$ cat src/rtl/pingpong_pkg.sv
// Shared constants for the ping-pong buffer write path: scheduler state
// encoding and buffer indices.
package pingpong_pkg;

  typedef logic [1:0] sched_state_t;

  localparam sched_state_t IDLE  = 2'd0;
  localparam sched_state_t WAIT  = 2'd1;
  localparam sched_state_t WRITE = 2'd2;

  localparam logic BUF0 = 1'b0;
  localparam logic BUF1 = 1'b1;

endpackage

$ cat src/rtl/pingpong_wr_sched.sv
// Write-side ping-pong scheduler: steers one input stream into two FIFO write
// ports in alternating bursts of BURST_LEN words, gated by each buffer's prog_full.
module pingpong_wr_sched
  import pingpong_pkg::*;
#(
  parameter int DATA_SIZE = 16,
  parameter int BURST_LEN = 256,
  parameter int CNT_W     = 16
) (
  input  logic                 wr_clk,
  input  logic                 rst,
  input  logic                 sched_en,
  input  logic                 in_valid,
  input  logic [DATA_SIZE-1:0] in_data,
  output logic                 in_ready,
  input  logic                 fifo0_full,
  input  logic                 fifo1_full,
  input  logic                 fifo0_prog_full,
  input  logic                 fifo1_prog_full,
  output logic                 fifo0_wr_en,
  output logic                 fifo1_wr_en,
  output logic [DATA_SIZE-1:0] fifo_din,
  output logic                 sel,
  output logic                 burst_done,
  output logic                 burst_buf,
  output logic [CNT_W-1:0]     burst_cnt,
  output logic                 busy
);

  localparam int             WC_W     = (BURST_LEN > 2) ? $clog2(BURST_LEN) : 1;
  localparam logic [WC_W-1:0] LAST_IDX = WC_W'(BURST_LEN - 1);

  sched_state_t     r_state;
  sched_state_t     w_next_state;
  logic             r_sel;
  logic [WC_W-1:0]  r_word_cnt;
  logic             r_burst_done;
  logic             r_burst_buf;
  logic [CNT_W-1:0] r_burst_cnt;

  logic w_full_sel;
  logic w_pfull_sel;
  logic w_pfull_alt;
  logic w_in_ready;
  logic w_accept;
  logic w_last;

  assign w_full_sel  = (r_sel == BUF1) ? fifo1_full      : fifo0_full;
  assign w_pfull_sel = (r_sel == BUF1) ? fifo1_prog_full : fifo0_prog_full;
  assign w_pfull_alt = (r_sel == BUF1) ? fifo0_prog_full : fifo1_prog_full;

  // State register and burst bookkeeping.
  // NOTE: sequential state uses non-blocking assignments so every register
  // samples pre-edge values regardless of statement order.
  always_ff @(posedge wr_clk) begin
    if (rst) begin
      r_state      <= IDLE;
      r_sel        <= BUF0;
      r_word_cnt   <= '0;
      r_burst_done <= 1'b0;
      r_burst_buf  <= BUF0;
      r_burst_cnt  <= '0;
    end else begin
      r_state      <= w_next_state;
      r_burst_done <= w_last;
      if (w_accept) begin
        r_word_cnt <= w_last ? '0 : r_word_cnt + WC_W'(1);
      end
      if (w_last) begin
        r_sel       <= ~r_sel;
        r_burst_buf <= r_sel;
        r_burst_cnt <= r_burst_cnt + CNT_W'(1);
      end
    end
  end

  // Next-state logic; a buffer committed in WAIT is not released by sched_en.
  // NOTE: the default assignment first keeps this block free of inferred latches.
  always_comb begin
    w_next_state = r_state;
    case (r_state)
      IDLE:    if (sched_en) w_next_state = w_pfull_sel ? WAIT : WRITE;
      WAIT:    if (!w_pfull_sel) w_next_state = WRITE;
      WRITE: begin
        if (w_last) begin
          if (!sched_en)        w_next_state = IDLE;
          else if (w_pfull_alt) w_next_state = WAIT;
          else                  w_next_state = WRITE;
        end
      end
      default: w_next_state = IDLE;
    endcase
  end

  // Zero-latency write path; rst masks the handshake before state has reloaded.
  always_comb begin
    w_in_ready  = (r_state == WRITE) && !rst && !w_full_sel;
    w_accept    = in_valid && w_in_ready;
    w_last      = w_accept && (r_word_cnt == LAST_IDX);
    fifo0_wr_en = w_accept && (r_sel == BUF0);
    fifo1_wr_en = w_accept && (r_sel == BUF1);
  end

  assign in_ready   = w_in_ready;
  assign fifo_din   = in_data;
  assign sel        = r_sel;
  assign burst_done = r_burst_done;
  assign burst_buf  = r_burst_buf;
  assign burst_cnt  = r_burst_cnt;
  assign busy       = (r_state != IDLE);

endmodule

$ cat config.mk
export PLATFORM = sky130hd
export DESIGN_NAME = pingpong_wr_sched
export DESIGN_NICKNAME = d
export VERILOG_FILES = /design/src/rtl/pingpong_pkg.sv /design/src/rtl/pingpong_wr_sched.sv
export SDC_FILE = /design/constraint.sdc
export NUM_CORES = 1
export LEC_CHECK = 0
export CORE_ASPECT_RATIO = 0.75
export CORE_MARGIN = 8
export CORE_UTILIZATION = 40
export DETAILED_ROUTE_END_ITERATION = 12
export DONT_BUFFER_PORTS = 1
export PLACE_DENSITY = 0.56
export SYNTH_ARGS = -nofsm -noshare
export SYNTH_HDL_FRONTEND = slang
export SYNTH_SLANG_ARGS = --single-unit
$ cat constraint.sdc
create_clock -name wr_clk -period 3.45 [get_ports wr_clk]
set_input_delay 0.345 -clock wr_clk [delete_from_list [all_inputs] [get_ports wr_clk]]
set_output_delay 0.345 -clock wr_clk [all_outputs]
set_load 0.01 [all_outputs]
# After elaboration in Yosys (flattened, before gate mapping)
# Cells that the tools add are included.
[classes]
addsub = 2
n_eq_ne = 6
mux = 11
bitwise_logic = 1
n_reduce_logical = 11
[ops]
columns = ["op", "n"]
rows = [
  ["adder 16 x 1 -> 16 bit, second input constant", 1],
  ["two-way mux 2 bit", 6],
  ["adder 8 x 1 -> 8 bit, second input constant", 1],
  ["equality test 8 bit, second input constant", 1],
  ["two-way mux 8 bit", 1],
  ["logical AND 1 bit", 6],
  ["!= test 2 bit, second input constant", 3],
  ["one-hot mux 2 bit (3 select lines)", 1],
  ["two-way mux 1 bit", 3],
  ["AND reduction 3 bit", 1],
  ["equality test 2 x 1 -> 1 bit, second input constant", 1],
  ["equality test 2 bit, second input constant", 1],
  ["zero test 1 bit", 2],
  ["zero test 2 bit", 1],
  ["nonzero test 2 bit", 1],
  ["NOT 1 bit", 1],
]
[totals]
register_bits = 29
inputBits = 24
out_inout_bits = 39
wordCells = 37

# Longest topological paths before layout
[depth]
depth_word = 7
ltp_mapped = 6
mapped_depth_nobuf = 5

# Worst setup path after synthesis
# No wires, ideal clock.
[synth_path]
kind = "register -> register"
from = "reg r_sel (netlist: sel)"
to = "reg r_burst_cnt[12] (netlist: burst_cnt[12])"
arrival_time_ns = 1.796
required_ns = 3.329
slack_ns = 1.534
stages_incl_launch_ff = 6
path_buffers = 1
period_less_slack_ns = 1.916
path_cell_list = "dfxtp_1 buf_2 mux2i_4 nand4_1 nor4_1 mux2_2"
[synth_between]
elab_chain_cells = 5
[synth_rtl]
columns = ["element", "line_no", "text"]
rows = [
  ["start, declared", "pingpong_wr_sched.sv:35", "logic r_sel;"],
  ["start signal, assigned", "pingpong_wr_sched.sv:70", "r_sel <= ~r_sel;"],
  ["two-way mux 1 bit", "pingpong_wr_sched.sv:48", "assign w_full_sel = (r_sel == BUF1) ? fifo1_full : fifo0_full;"],
  ["zero test 1 bit", "pingpong_wr_sched.sv:97", "w_in_ready = (r_state == WRITE) && !rst && !w_full_sel;"],
  ["logical AND 1 bit", "pingpong_wr_sched.sv:97", ""],
  ["logical AND 1 bit", "pingpong_wr_sched.sv:98", "w_accept = in_valid && w_in_ready;"],
  ["logical AND 1 bit", "pingpong_wr_sched.sv:99", "w_last = w_accept && (r_word_cnt == LAST_IDX);"],
  ["end signal, assigned", "pingpong_wr_sched.sv:72", "r_burst_cnt <= r_burst_cnt + CNT_W'(1);"],
  ["end, declared", "pingpong_wr_sched.sv:39", "logic [CNT_W-1:0] r_burst_cnt;"],
]
# Every way passes these cells.
# A chain may end at the register's enable or synchronous reset.

# Worst setup path after layout
[layout_path]
from = "reg r_sel (netlist: sel)"
to = "reg r_burst_cnt[14] (netlist: burst_cnt[14])"
# Same word-level chain as after synthesis.

==> summary.txt <==
Slowest CP cell: dfxtp_1
FILL cells: 420
R2R Setup Slk: 1190 ps
Synth area leaders: dfxtp_1 36%, buf_4 7.4%, a21oi_1 5.2%, nand4_1 4.6%, mux2_2 4.1%
Non-Filler Instances: 229
Initial antenna violation count: 0
Final Cell Area: 1630 µm²
Sw Ratio: 21.2%
Setup TNS Final: 0 ps
Psw: 0.136 mW
Fraction of layout instances using a drive strength above 1: 10.3%
Clock power frac: 43.5%
Outcome: finished clean
Total global-route track usage: 12.3%
Remaining antenna violation count: 0
Area Growth Syn to Fin: -0.0769%
Slew of the pin with the lowest slew margin: 583 ps
Worst path top cell family by delay: multiplexers
Final setup vio count: 0
Total Power: 0.642 mW
Drt pass-1 iters: 4
Leakage: 0.513 nW
Die Span X: 89.7 µm
Hold Path Origin: rst
Post-DP Area: 1540 µm²
Slew margin rel.: 61.0%
Combinational family with the most area after synthesis: simple AND/OR/NAND/NOR gates
Seq cells post-synth: 29
Most used DFF post-synth: dfxtp_1
Wire per inst: 16.8 µm
Vias in the first global route: 1217
Total setup buffers inserted after CTS: 0
Num ports: 63
Post-synth top area cell: dfxtp_1
Syn Nets: 216
DP Cell Count: 222
Int Pwr: 0.506 mW
Post-CTS resize count: 0
Comb power frac: 3.5%
Count of nets after finishing: 200
Max Slew Vio Count: 0
Final core utilization: 40.9%
Worst Path Class, Setup: reg2reg
Global route overflow: 0
Hold slack: 131 ps
HPWL after detailed placement: 2740 µm
Final worst-path cycle share: 65.5%
Nature of the critical path startpoint: flop
Type of the most critical hold path: in2reg
Post-Syn Area: 1630 µm²
Post-route clock skew: 4.50 ps
H-tree depth: 2
Power per standard cell area: 394 nW/µm²
Worst-path cell chain: mux2i_4, nand4_1, nor4_1, mux2_2
Reg2reg end: burst_cnt[14]$_SDFFE_PP0N_
Worst-path fanout max: 10
CP arrival: 2430 ps
DRT iter0 DRCs: 112
Seq pwr share: 53.0%
Worst-Skew Late Latency: 280 ps
R2R cell count: 4
Area share of and/or/nand/nor cells after synthesis: 29.4%
Reg clk slew, reported paths: 60 ps
Buffers & Inverters on Critical Path: 0
Mux contribution to synthesized area: 6.14%
Final worst slack: 1190 ps
Routability cong.: 0.790
Post-synth cell types: 36
CTS tree: done
Synth Area in Adders: 1.53%
Max VDD drop: 0.140 mV
Initial Utilization: 41.0%
Placement Setup Slack: 1240 ps
Xor/xnor share of the synthesized area: 3.22%
Post-layout min period: 2260 ps
Worst setup EP type: flop
Antenna cells: 0
First-pass GRT wire length: 6380 µm
Commonest non-fill, non-tap cell in the layout: dfxtp_1
Vias/cell: 5.93
Die Y-Extent: 71.3 µm
CP Data Required Time: 3620 ps
Syn Inst Count: 190
Sink Count: 29
CTS Buf Count: 5
FMAX: 443 MHz
Share of flip-flops with an asynchronous set or reset: 0%
Vias: 1357
RSZ-0062 raised after global routing: no
Port bufs: 0
Hold_buf cts: 0
Slowest stage delay, CP: 620 ps
Commonest non-fill, non-tap cells in the layout: 29 x dfxtp_1, 17 x a21oi_1, 12 x nand4_1
Top cell type's share of synthesized area: 35.6%
Core region area: 3980 µm²
EDFF count, synth: 0
CTS Buffer Depth: 2
Drt drc: 0
Final Hold Viols: 0
Hold Path Stages: 1
Maxcap violations: 0
Yosys warns: 0
Root Buffer: clkbuf_8
Core Rows: 20
Die Area: 6400 µm²
Origin of the critical flop-to-flop path: sel$_SDFFE_PP0N_
Final WL: 3860 µm
Sequential share of the synthesized area: 35.6%
Compound-Gate Fraction of Synth Area: 13.1%
Hold Path Sink: sel$_SDFFE_PP0N_
Largest net degree at the start of global routing: 32
Mean post-synth cell area: 8.58 µm²
[synth_stat cells (2+ instances only)]
master,number
a21oi_1,17
and3_1,3
and4_1,4
buf_2,2
buf_4,16
clkbuf_1,4
dfxtp_1,29
ha_1,2
inv_1,6
mux2_2,6
nand2_1,11
nand3_1,9
nand4_1,12
nor2_1,7
nor2b_1,5
nor3_1,6
nor4_1,5
o21ai_0,7
o31ai_1,8
or2_2,2
or3_1,3
or4_1,8
xnor2_1,4
xor2_1,2
[worst reg2reg max path, cell delays in order, from the launching register on]
cell and delay [ps]:
dfxtp_1 620, mux2i_4 390, nand4_1 350, nor4_1 420, mux2_2 370
[worst max-delay path by stage]
stage | cells after the start | endpoint | slack, ps | start
finish | 4 | burst_cnt[14]$_SDFFE_PP0N_ | 1190 | sel$_SDFFE_PP0N_
floorplan | 5 | burst_cnt[12]$_SDFFE_PP0N_ | 1530 | sel$_SDFFE_PP0N_
detailed placement | 4 | burst_cnt[14]$_SDFFE_PP0N_ | 1240 | sel$_SDFFE_PP0N_
global route | 4 | burst_cnt[14]$_SDFFE_PP0N_ | 1040 | sel$_SDFFE_PP0N_
CTS | 3 | fifo1_wr_en | 1200 | sel$_SDFFE_PP0N_
global placement | 4 | burst_cnt[14]$_SDFFE_PP0N_ | 1300 | sel$_SDFFE_PP0N_
[per-layer routing]
metal,routed length (µm),vias up,track usage [%]
met3,345,17,5.22
li1,-,657,-
met1,1840,646,15.6
met5,0,-,0
met2,1570,37,16.7
met4,99,0,7.66
[state kept, by name, indices dropped and copies added (netlist names)]
| register | flops |
|---|---|
| burst_buf | 1 |
| burst_cnt | 16 |
| burst_done | 1 |
| r_word_cnt | 8 |
| sel | 1 |
| r_state | 2 |
[layout make-up]
type / instances / area, µm² / area share, %
clock buffers: 7 / 86.3 / 5.30
well taps: 55 / 68.8 / 4.22
inverters: 6 / 22.5 / 1.38
multi-input cells: 132 / 871 / 53.5
flip-flops and latches: 29 / 581 / 35.6
[power by group through the flow]
| stage | Sequential, mW | Clock [mW] | Combinational, mW |
|---|---|---|---|
| after CTS | 0.341 | 0.289 | 0.0227 |
| after detailed placement | 0.348 | 0 | 0.0226 |
| final | 0.341 | 0.279 | 0.0225 |
| after global placement | 0.348 | 0 | 0.0221 |
| after floorplan | 0.347 | 0 | 0.0423 |
| after global routing | 0.341 | 0.305 | 0.0254 |
[cells by family (layout without fill, tap and decap cells)]
group | Yosys count | count (layout)
buffers and inverters | 29 | 13
flip-flops | 29 | 29
XOR/XNOR | 6 | 6
adder cells (fa/ha/maj) | 2 | 2
AND/OR/NAND/NOR | 80 | 80
multiplexers | 8 | 8
AO/OA/AOI/OAI | 36 | 36
Note: power is estimated with default switching activity, not from simulation.
